--- config.mk ---
export PLATFORM = sky130hd
export DESIGN_NAME = mem_seq_ctrl
export DESIGN_NICKNAME = d
export VERILOG_FILES = /design/src/rtl/mem_seq_pkg.sv /design/src/rtl/scan_tick.sv /design/src/rtl/mem_seq_ctrl.sv
export SDC_FILE = /design/constraint.sdc
export NUM_CORES = 1
export LEC_CHECK = 0
export BUFFER_PORTS_ARGS = -buffer_cell sky130_fd_sc_hd__buf_2
export CORE_MARGIN = 10
export CORE_UTILIZATION = 35
export DETAILED_ROUTE_END_ITERATION = 8
export GPL_TIMING_DRIVEN = 0
export PLACE_DENSITY_LB_ADDON = 0.12
export SYNTH_ARGS = -nofsm -noshare
export SYNTH_HDL_FRONTEND = slang
export SYNTH_SLANG_ARGS = --single-unit
--- constraint.sdc ---
create_clock -name clk -period 1.7 [get_ports clk]
set_input_delay 0 -clock clk [delete_from_list [all_inputs] [get_ports clk]]
set_output_delay 0 -clock clk [all_outputs]
set_load 0.02 [all_outputs]
--- src/rtl/mem_seq_pkg.sv ---
// mem_seq_pkg: shared state enum, default widths and init-pattern helper for mem_seq_ctrl
package mem_seq_pkg;
    localparam int ADDR_W_DEF = 4;
    localparam int DATA_W_DEF = 8;

    typedef enum logic [1:0] {IDLE, INIT, READY} state_t;

    // {a, ~a} over aw bits each; the caller truncates or zero-extends to its data width
    function automatic logic [63:0] init_pat(input logic [31:0] a, input int aw);
        logic [63:0] m;
        m = (64'd1 << aw) - 64'd1;
        return ({32'd0, a} << aw) | (~{32'd0, a} & m);
    endfunction
endpackage

--- src/rtl/scan_tick.sv ---
// scan_tick: one-cycle tick every SCAN_DIV enabled cycles; count clears whenever disabled
module scan_tick #(
    parameter int SCAN_DIV = 25000000
) (
    input  logic clk,
    input  logic rst,
    input  logic en,
    output logic tick
);
    localparam int CW = SCAN_DIV > 1 ? $clog2(SCAN_DIV) : 1;

    logic [CW-1:0] cnt;

    assign tick = en && cnt == CW'(SCAN_DIV - 1);

    // divider count, restarted on every tick and held at zero while disabled
    always_ff @(posedge clk)
        if (rst || !en || tick) cnt <= '0;
        else cnt <= cnt + CW'(1);
endmodule

--- src/rtl/mem_seq_ctrl.sv ---
// mem_seq_ctrl: memory init sequencer and user-write arbiter; MEM_SEQ_SCAN_EN enables read-address scanning
module mem_seq_ctrl
    import mem_seq_pkg::*;
#(
    parameter int ADDR_W   = ADDR_W_DEF,
    parameter int DATA_W   = DATA_W_DEF,
    parameter int SCAN_DIV = 25000000
) (
    input  logic              clk,
    input  logic              rst,
    input  logic              start,
    input  logic              wr_req,
    input  logic [ADDR_W-1:0] wr_addr,
    input  logic [DATA_W-1:0] wr_data,
    input  logic [ADDR_W-1:0] rd_sel,
    output logic              wr_ack,
    output logic              busy,
    output logic              init_done,
    output logic              mem_we,
    output logic [ADDR_W-1:0] mem_waddr,
    output logic [DATA_W-1:0] mem_din,
    output logic [ADDR_W-1:0] mem_raddr
);
    localparam logic [ADDR_W-1:0] LAST = '1;

    state_t            state, state_n;
    logic [ADDR_W-1:0] cnt, cnt_n, waddr_n, raddr_n;
    logic [DATA_W-1:0] din_n;
    logic              we_n, ack_n, busy_n, done_n;

    // state, init counter and all outputs are registered from their next values
    always_ff @(posedge clk)
        if (rst) begin
            state     <= IDLE;
            cnt       <= '0;
            mem_we    <= 1'b0;
            wr_ack    <= 1'b0;
            busy      <= 1'b0;
            init_done <= 1'b0;
            mem_waddr <= '0;
            mem_din   <= '0;
            mem_raddr <= '0;
        end else begin
            state     <= state_n;
            cnt       <= cnt_n;
            mem_we    <= we_n;
            wr_ack    <= ack_n;
            busy      <= busy_n;
            init_done <= done_n;
            mem_waddr <= waddr_n;
            mem_din   <= din_n;
            mem_raddr <= raddr_n;
        end

    // next state plus next outputs; an accepted write is blocked while its ack is showing
    always_comb begin
        state_n = state;
        cnt_n   = cnt;
        we_n    = 1'b0;
        ack_n   = 1'b0;
        busy_n  = 1'b0;
        done_n  = init_done;
        waddr_n = '0;
        din_n   = '0;
        case (state)
            IDLE:
                if (start) begin
                    state_n = INIT;
                    cnt_n   = '0;
                end
            INIT:
                if (cnt == LAST) begin
                    state_n = READY;
                    done_n  = 1'b1;
                end else cnt_n = cnt + 1'b1;
            READY:
                if (start) begin
                    state_n = INIT;
                    cnt_n   = '0;
                end else if (wr_req && !wr_ack) begin
                    we_n    = 1'b1;
                    ack_n   = 1'b1;
                    waddr_n = wr_addr;
                    din_n   = wr_data;
                end
            default: state_n = IDLE;
        endcase
        if (state_n == INIT) begin
            we_n    = 1'b1;
            busy_n  = 1'b1;
            waddr_n = cnt_n;
            din_n   = DATA_W'(init_pat(32'(cnt_n), ADDR_W));
        end
    end

`ifdef MEM_SEQ_SCAN_EN
    logic tick;

    scan_tick #(.SCAN_DIV(SCAN_DIV)) u_scan_tick (
        .clk (clk),
        .rst (rst),
        .en  (state == READY),
        .tick(tick)
    );

    assign raddr_n = state_n != READY ? '0 : mem_raddr + ADDR_W'(tick);
`else
    assign raddr_n = state_n == READY ? rd_sel : '0;
`endif
endmodule
# Word-level counts from Yosys, hierarchy flattened
# Cells that the tools add are included.
# classes
addsub	1
n_eq_ne	5
mux	19
n_bitwise	3
n_reduce_logical	6
# ops
cell	count
$mux 8	4
$mux 4	6
$or 8x4->8	1
$pmux 4 s2	1
$mux 1	5
$add 4x1->4 const B	1
$eq 2x1->1 const B	2
$eq 2x2->1 const B	2
$eq 4x4->1 const B	1
$mux 2	2
$not 4->4	1
$pmux 2 s2	1
$reduce_or 2->1	2
$logic_not 2->1	1
$reduce_and 2->1	1
$logic_and 1x1->1	1
$logic_not 1->1	1
$not 1->1	1
# word_totals
register_bits	26
output_inout_bits	20

# Logic depth before layout (Yosys ltp)
# Gate-level depths: netlist of run 1.
# logic_depth
depth_word	6
mapped_depth	5
ltp_nobuf	4

# Worst setup path after synthesis of run 1
# OpenSTA, ideal clock, no wires.
# synth_path
kind	flip-flop to flip-flop
start	register cnt[0]
end	register mem_din[0]
arrival_ns	1.437
path_slack_ns	0.146
stages_incl_launch_ff	6
path_cell_list	dfxtp_1 ha_1 and3_1 buf_6 or3_4 o211a_1
# synth_via
elab_chain_cells	6
elab_cells_between_ends	11
classes_between	add/sub (1); eq/ne (2); mux (6); bitwise (2)
# synth_rtl
item	line_no	rtl
from (decl)	mem_seq_ctrl.sv:27	logic [ADDR_W-1:0] cnt, cnt_n, waddr_n, raddr_n;
from (signal assigned)	mem_seq_ctrl.sv:45	cnt <= cnt_n;
$add 4x1->4 or $eq 4x4->1 (tied branches)	mem_seq_ctrl.sv:75, mem_seq_ctrl.sv:72	
$mux 4	mem_seq_ctrl.sv:72	if (cnt == LAST) begin
$pmux 4 s2	mem_seq_ctrl.sv:65	case (state)
$not 4->4	mem_seq_pkg.sv:12	return ({32'd0, a} << aw) | (~{32'd0, a} & m);
$or 8x4->8	mem_seq_pkg.sv:12	
$mux 8 *	mem_seq_ctrl.sv:88	if (state_n == INIT) begin
to (signal assigned)	mem_seq_ctrl.sv:51	mem_din <= din_n;
to (decl)	mem_seq_ctrl.sv:21	output logic [DATA_W-1:0] mem_din,
# Mark *: on every way between the ends. The rest lies on a longest branch, timed or not.
# A chain may end at the register's enable or synchronous reset.

# Worst setup path after layout of run 1
# Same ends and word-level chain as after synthesis.

==> out/qor.csv, run 1 <==
stage,metric,value,unit
yosys,synth_top_area_share,0.521,
cts,htree_levels,1,
run,drv_cap,0,
place,place_ws,0.0510,ns
pwr,power_density,848,nW/µm²
yosys,avgSynthCellArea,10.1,µm²
floorplan,core-area,2730,µm²
grt,antenna_found_initial,0,
sta,finalSetupViolCount,0,
routing,drc_errors,0,
grt,grt_first_pass_wirelength,4.30,mm
hold_path,worstHoldPathType,in -> reg,
cts,clk_root_buffer_cell,clkbuf_4,
sta,fin_crit_sh,0.945,
critical_path,critical_path_class,reg -> reg,
place,dp_hpwl,2.00,mm
final_layout,layout-drive-gt1-share,0.346,
routing,final_antenna_net_count,0,
place,place_congestion,0.780,
sta,slew_violations,0,
cts,cts_buffer_depth,2,
yosys,seq_area_frac_synth,0.521,
sta,rsz0062_at_grt,no,
yosys,synth-edff-count,0,
grt,grt_pass1_vias,900,
sta,period_minus_slack,1.61,ns
cts,cts_setup_buffers,0,
floorplan,dieArea,5390,µm²
critical_path,worstSetupStartpointType,flop,
cts,clk_latency,0.32,ns
critical_path,required,1.93,ns
sta,max_slew.worst_pin.slew,0.527,ns
routing,first_pass_iters,4,
place,place.port_buffers,39,
yosys,yosys.area.top_type,dfxtp_1,
yosys,ys_seq_elements,26,
yosys,ys.flop_type,dfxtp_1,
cts,cts_tree,done,
sta,fin_skew,0.00428,ns
floorplan,ios,40,
final_layout,fin_nets,178,
cts,cts_buffers,3,
yosys,async_flop_share,0,
routing,vias,935,
final_layout,n_fill_cell,253,
final_layout,mostFrequentLayoutCell,buf_2,
final_layout,diodes,0,
yosys,netlist_top_cells_area,"dfxtp_1, a21oi_1, nand3_1, nor3b_1, a21oi_2",
routing,drtIter0Drc,61,
final_layout,final_cell_mix,"buf_2, dfxtp_1, dlygate4sd3_1",
grt,grt_max_degree,16,
critical_path,cp.arrival,1.84,ns
sta,fin_ws,0.0930,ns
yosys,syn_area,1000,µm²
floorplan,die-width,73.4,µm
floorplan,die_h,73.4,µm
yosys,synth_cells,99,
pwr,ir_worst_vdd,533,µV
yosys,syn_nets,120,
pwr,p_leak,0.640,nW
cts,cts_num_sinks,26,
cts,clkSlewWorstSetupHoldPaths,0.14,ns
routing,postRouteWirelength,2.77,mm
sta,finalHoldViolations,0,
floorplan,initial_core_util,0.366,
status,status,"finished, final reports clean",
routing,routedWlPerCell,14.8,µm
floorplan,rows,19,
critical_path,end_kind,flop,
sta,slew_headroom,0.649,
final_layout,area_growth,43.4,%
grt,gr-total-overflow,0,
yosys,yosys_warnings,0,
yosys,synth_cell_types,34,
sta,fin_setup_tns,0,ns
grt,grt_use_total,0.100,
critical_path,crit_fanout,8,
sta,fmax,622,MHz
critical_path,reg2reg_slack,0.09,ns
routing,viasPerCell,5.00,
## power by group
group / switching (mW) / total, mW / internal, mW
Sequential: 0.0114 / 0.642 / 0.630
Clock: 0.179 / 0.417 / 0.238
Combinational: 0.0840 / 0.157 / 0.0728
## logic make-up (layout without fill, tap and decap cells)
| logic type | after synthesis | in the layout | share of synthesized area |
|---|---|---|---|
| and+or+nand+nor | 36 | 36 | 0.218 |
| xor gates and xnor gates | 1 | 1 | 0.00876 |
| buffers and inverters | 8 | 65 | 0.0426 |
| adders and majority gates | 1 | 1 | 0.0125 |
| DFF | 26 | 26 | 0.521 |
| AOI/OAI and AO/OA | 27 | 27 | 0.198 |
## synthesized netlist by cell type, drive strengths merged, types with 2 or more instances
cell and n:
buf 4, o211a 2, nand2 4, nand3 9, nand2b 2, clkbuf 2
nor2b 2, a21oi 12, inv 2, a31oi 2, o211ai 3, nor2 6
nor3b 4, and3 4, dfxtp 26
## worst paths after layout
path	start	endpoint	cells after the start
setup reg to reg	cnt[0]	mem_din[0]	5
setup / recovery	cnt[0]	mem_din[0]	5
hold reg to reg	init_done	init_done	2
hold / removal	wr_data[0]	mem_din[0]	3
## per-layer routing
layer  vias up  GRT usage  routed length [µm]  share of wire
li1        476          -                   -              -
met1       423      0.111                1160           0.42
met2        32      0.167                1310           0.47
met3         4     0.0417                 265          0.096
met4         0     0.0373                  32          0.012
met5         -          0                   0              0
## registers in the layout, indices dropped and copies added (netlist names)
signal	cells
mem_we	1
cnt	4
wr_ack	1
init_done	1
mem_din	8
busy	1
mem_raddr	4
state	2
mem_waddr	4
## critical path, stage by stage (launching register included)
cell,delay [ns]
dfxtp_1,0.40
ha_2,0.25
and3_1,0.20
buf_6,0.13
or3_4,0.40
o211a_1,0.14
## through the flow
stage / utilization / hold WS (ns) / power, mW / instances / cell area, µm²
after global placement: 0.451 / 0.209 / 0.785 / 169 / 1230
after floorplan: - / 0.0662 / 0.730 / 99 / 1000
after detailed placement: 0.451 / 0.215 / 0.787 / 169 / 1230
after CTS: 0.522 / 0.0407 / 1.23 / 187 / 1430
after global routing: 0.524 / 0.0583 / 1.27 / 187 / 1430
final: 0.524 / 0.0434 / 1.22 / 187 / 1430
## timing repair
item,in CTS,in global routing
hold buffers,14,0
setup endpoints to repair,0,3
endpoints found under the hold margin,13,0
resized for setup,0,2
## final cells by class
cell class / count / area, µm² / area share
clock inverter: 1 / 30.0 / 0.0209
inverter: 2 / 7.51 / 0.00524
timing repair buffer: 53 / 335 / 0.234
clock buffer: 3 / 22.5 / 0.0157
multi-input combinational: 65 / 444 / 0.310
buffer: 6 / 35.0 / 0.0244
sequential: 26 / 520 / 0.363
tap: 31 / 38.8 / 0.0271
Note: power is estimated with default switching activity, not from simulation.
==> inputs of run 2 (changes only) <==
clock period = 1.6 ns   (was 1.7 ns; I/O delays follow)
==> run 2 against run 1 <==
Effect of this change: cell area increased by 1.7%; first-iteration DRC count decreased by 21%; fmax is 2.3% higher; worst setup slack got worse by 0.064 ns; die area is the same; clock power grew 7.7%; critical path depth unchanged; count of clock-buffer cells in the layout unchanged; critical path type unchanged; highest routed layer unchanged.
==> out/qor.csv, run 2 (synthesis results as in run 1) <==
stage,metric,value,unit,change
hold_path,worstHoldPathType,in -> reg,,
routing,vias,947,,+1.3%
cts,cts_buffers,3,,unchanged
grt,grt_max_degree,16,,unchanged
final_layout,regMostFlops,mem_din,,
pwr,p_leak,0.653,nW,+2.0%
routing,viasPerCell,5.01,,+0.21%
sta,max_slew.worst_pin.slew,0.540,ns,+0.0131 ns
final_layout,fin_nets,180,,+1.1%
floorplan,dieArea,5390,µm²,unchanged
final_layout,area_growth,45.9,%,
sta,slew_violations,0,,unchanged
routing,drtIter0Drc,48,,-21%
cts,clkSlewWorstSetupHoldPaths,0.14,ns,about the same
sta,finalSetupViolCount,0,,unchanged
critical_path,worstSetupStartpointType,flop,,
status,status,"finished, final reports clean",,
final_layout,multi_input_area,449,µm²,+1.1%
floorplan,initial_core_util,0.366,,unchanged
final_layout,seqCellArea,526,µm²,+0.96%
final_layout,mostFrequentLayoutCell,buf_2,,
sta,slew_headroom,0.640,,-0.00874
sta,fmax,637,MHz,+2.3%
sta,whs,0.0469,ns,+0.00353 ns
cts,clk_latency,0.32,ns,about the same
place,dp_hpwl,2.00,mm,unchanged
critical_path,critical_path_class,reg -> reg,,
routing,final_antenna_net_count,0,,unchanged
final_layout,largest_register_ffs,8,,unchanged
final_layout,layout-drive-gt1-share,0.373,,+0.0273
cts,cts_buffer_depth,2,,unchanged
floorplan,die_h,73.4,µm,unchanged
cts,htree_levels,1,,unchanged
hold_path,holdCritStartpoint,wr_data[0],,
critical_path,crit_start,cnt[0],,
floorplan,die-width,73.4,µm,unchanged
final_layout,n_fill_cell,250,,-1.2%
pwr,power_density,894,nW/µm²,+5.4%
place,place.port_buffers,39,,unchanged
routing,drc_errors,0,,unchanged
cts,clk_root_buffer_cell,clkbuf_4,,
routing,postRouteWirelength,2.85,mm,+3.0%
routing,first_pass_iters,5,,+1
sta,fin_setup_tns,0,ns,unchanged
routing,routedWlPerCell,15.1,µm,+1.9%
sta,fin_skew,0.00702,ns,+0.00274 ns
floorplan,rows,19,,unchanged
pwr,ir_worst_vdd,660,µV,+24%
critical_path,required,1.83,ns,-0.10 ns
final_layout,final_cell_mix,"buf_2, dfxtp_1, dlygate4sd3_1",,
sta,period_minus_slack,1.57,ns,-0.0362 ns
grt,antenna_found_initial,0,,unchanged
grt,grt_use_total,0.100,,-0.000273
grt,grt_first_pass_wirelength,4.28,mm,-0.33%
grt,gr-total-overflow,0,,unchanged
sta,finalHoldViolations,0,,unchanged
run,drv_cap,0,,unchanged
floorplan,ios,40,,unchanged
floorplan,core-area,2730,µm²,unchanged
critical_path,crit_fanout,8,,unchanged
cts,cts_tree,done,,
critical_path,r2r-start,cnt[0],,
sta,fin_crit_sh,0.982,,+0.0365
critical_path,cp.arrival,1.80,ns,-0.04 ns
grt,grt_pass1_vias,900,,unchanged
final_layout,diodes,0,,unchanged
cts,cts_num_sinks,26,,unchanged
place,place_congestion,0.780,,unchanged
critical_path,end_kind,flop,,
[run 2: through the flow]
stage / worst slack [ns] / instance area [µm²] / cells / total power [mW] / utilization
after global placement: -0.0359 / 1230 / 169 / 0.834 / 0.451
after floorplan: 0.0464 / 1000 / 99 / 0.776 / -
after global routing: -0.00380 / 1460 / 189 / 1.35 / 0.534
after detailed placement: -0.0490 / 1230 / 169 / 0.836 / 0.451
after CTS: 0.0279 / 1430 / 187 / 1.31 / 0.523
final: 0.0292 / 1460 / 189 / 1.30 / 0.534
[run 2: final cells by class]
cell class                      count  area share
Buffer                              6      0.0240
Multi-Input combinational cell     65       0.308
Timing Repair Buffer               55       0.240
Inverter                            2     0.00515
Tap cell                           31      0.0266
Clock buffer                        3      0.0154
Sequential cell                    26       0.360
Clock inverter                      1      0.0206
[run 2: report_power, final]
group          total (mW)  internal [mW]  switching (mW)
Combinational       0.174         0.0819          0.0921
Clock               0.449          0.253           0.196
Sequential          0.681          0.670          0.0112
[run 2: path summary, 6_finish.rpt]
check                             endpoint  slack [ns]  cells after the start
worst max-delay path            mem_din[0]        0.03                      5
worst min-delay path            mem_din[0]        0.05                      3
worst max register to register  mem_din[0]        0.03                      5
worst min register to register   init_done        0.48                      2
[run 2: what timing repair did]
item | in CTS | in global routing
hold endpoints to repair | 13 | 0
resized for setup | 2 | 4
setup buffers | 0 | 2
hold buffers | 14 | 0
endpoints found under the setup margin | 9 | 3
[run 2: metal layers]
metal	track usage	up-vias	share of wire
met5	0	-	0
met3	0.0417	4	0.093
met2	0.167	32	0.47
met4	0.0373	0	0.011
met1	0.110	430	0.43
li1	-	481	-
[run 2: worst max-delay path, cell delays in order, from the launching register on]
cell and delay, ns:
dfxtp_4 0.39, ha_2 0.22, and3_1 0.20, buf_6 0.13
or3_4 0.40, o211a_1 0.14
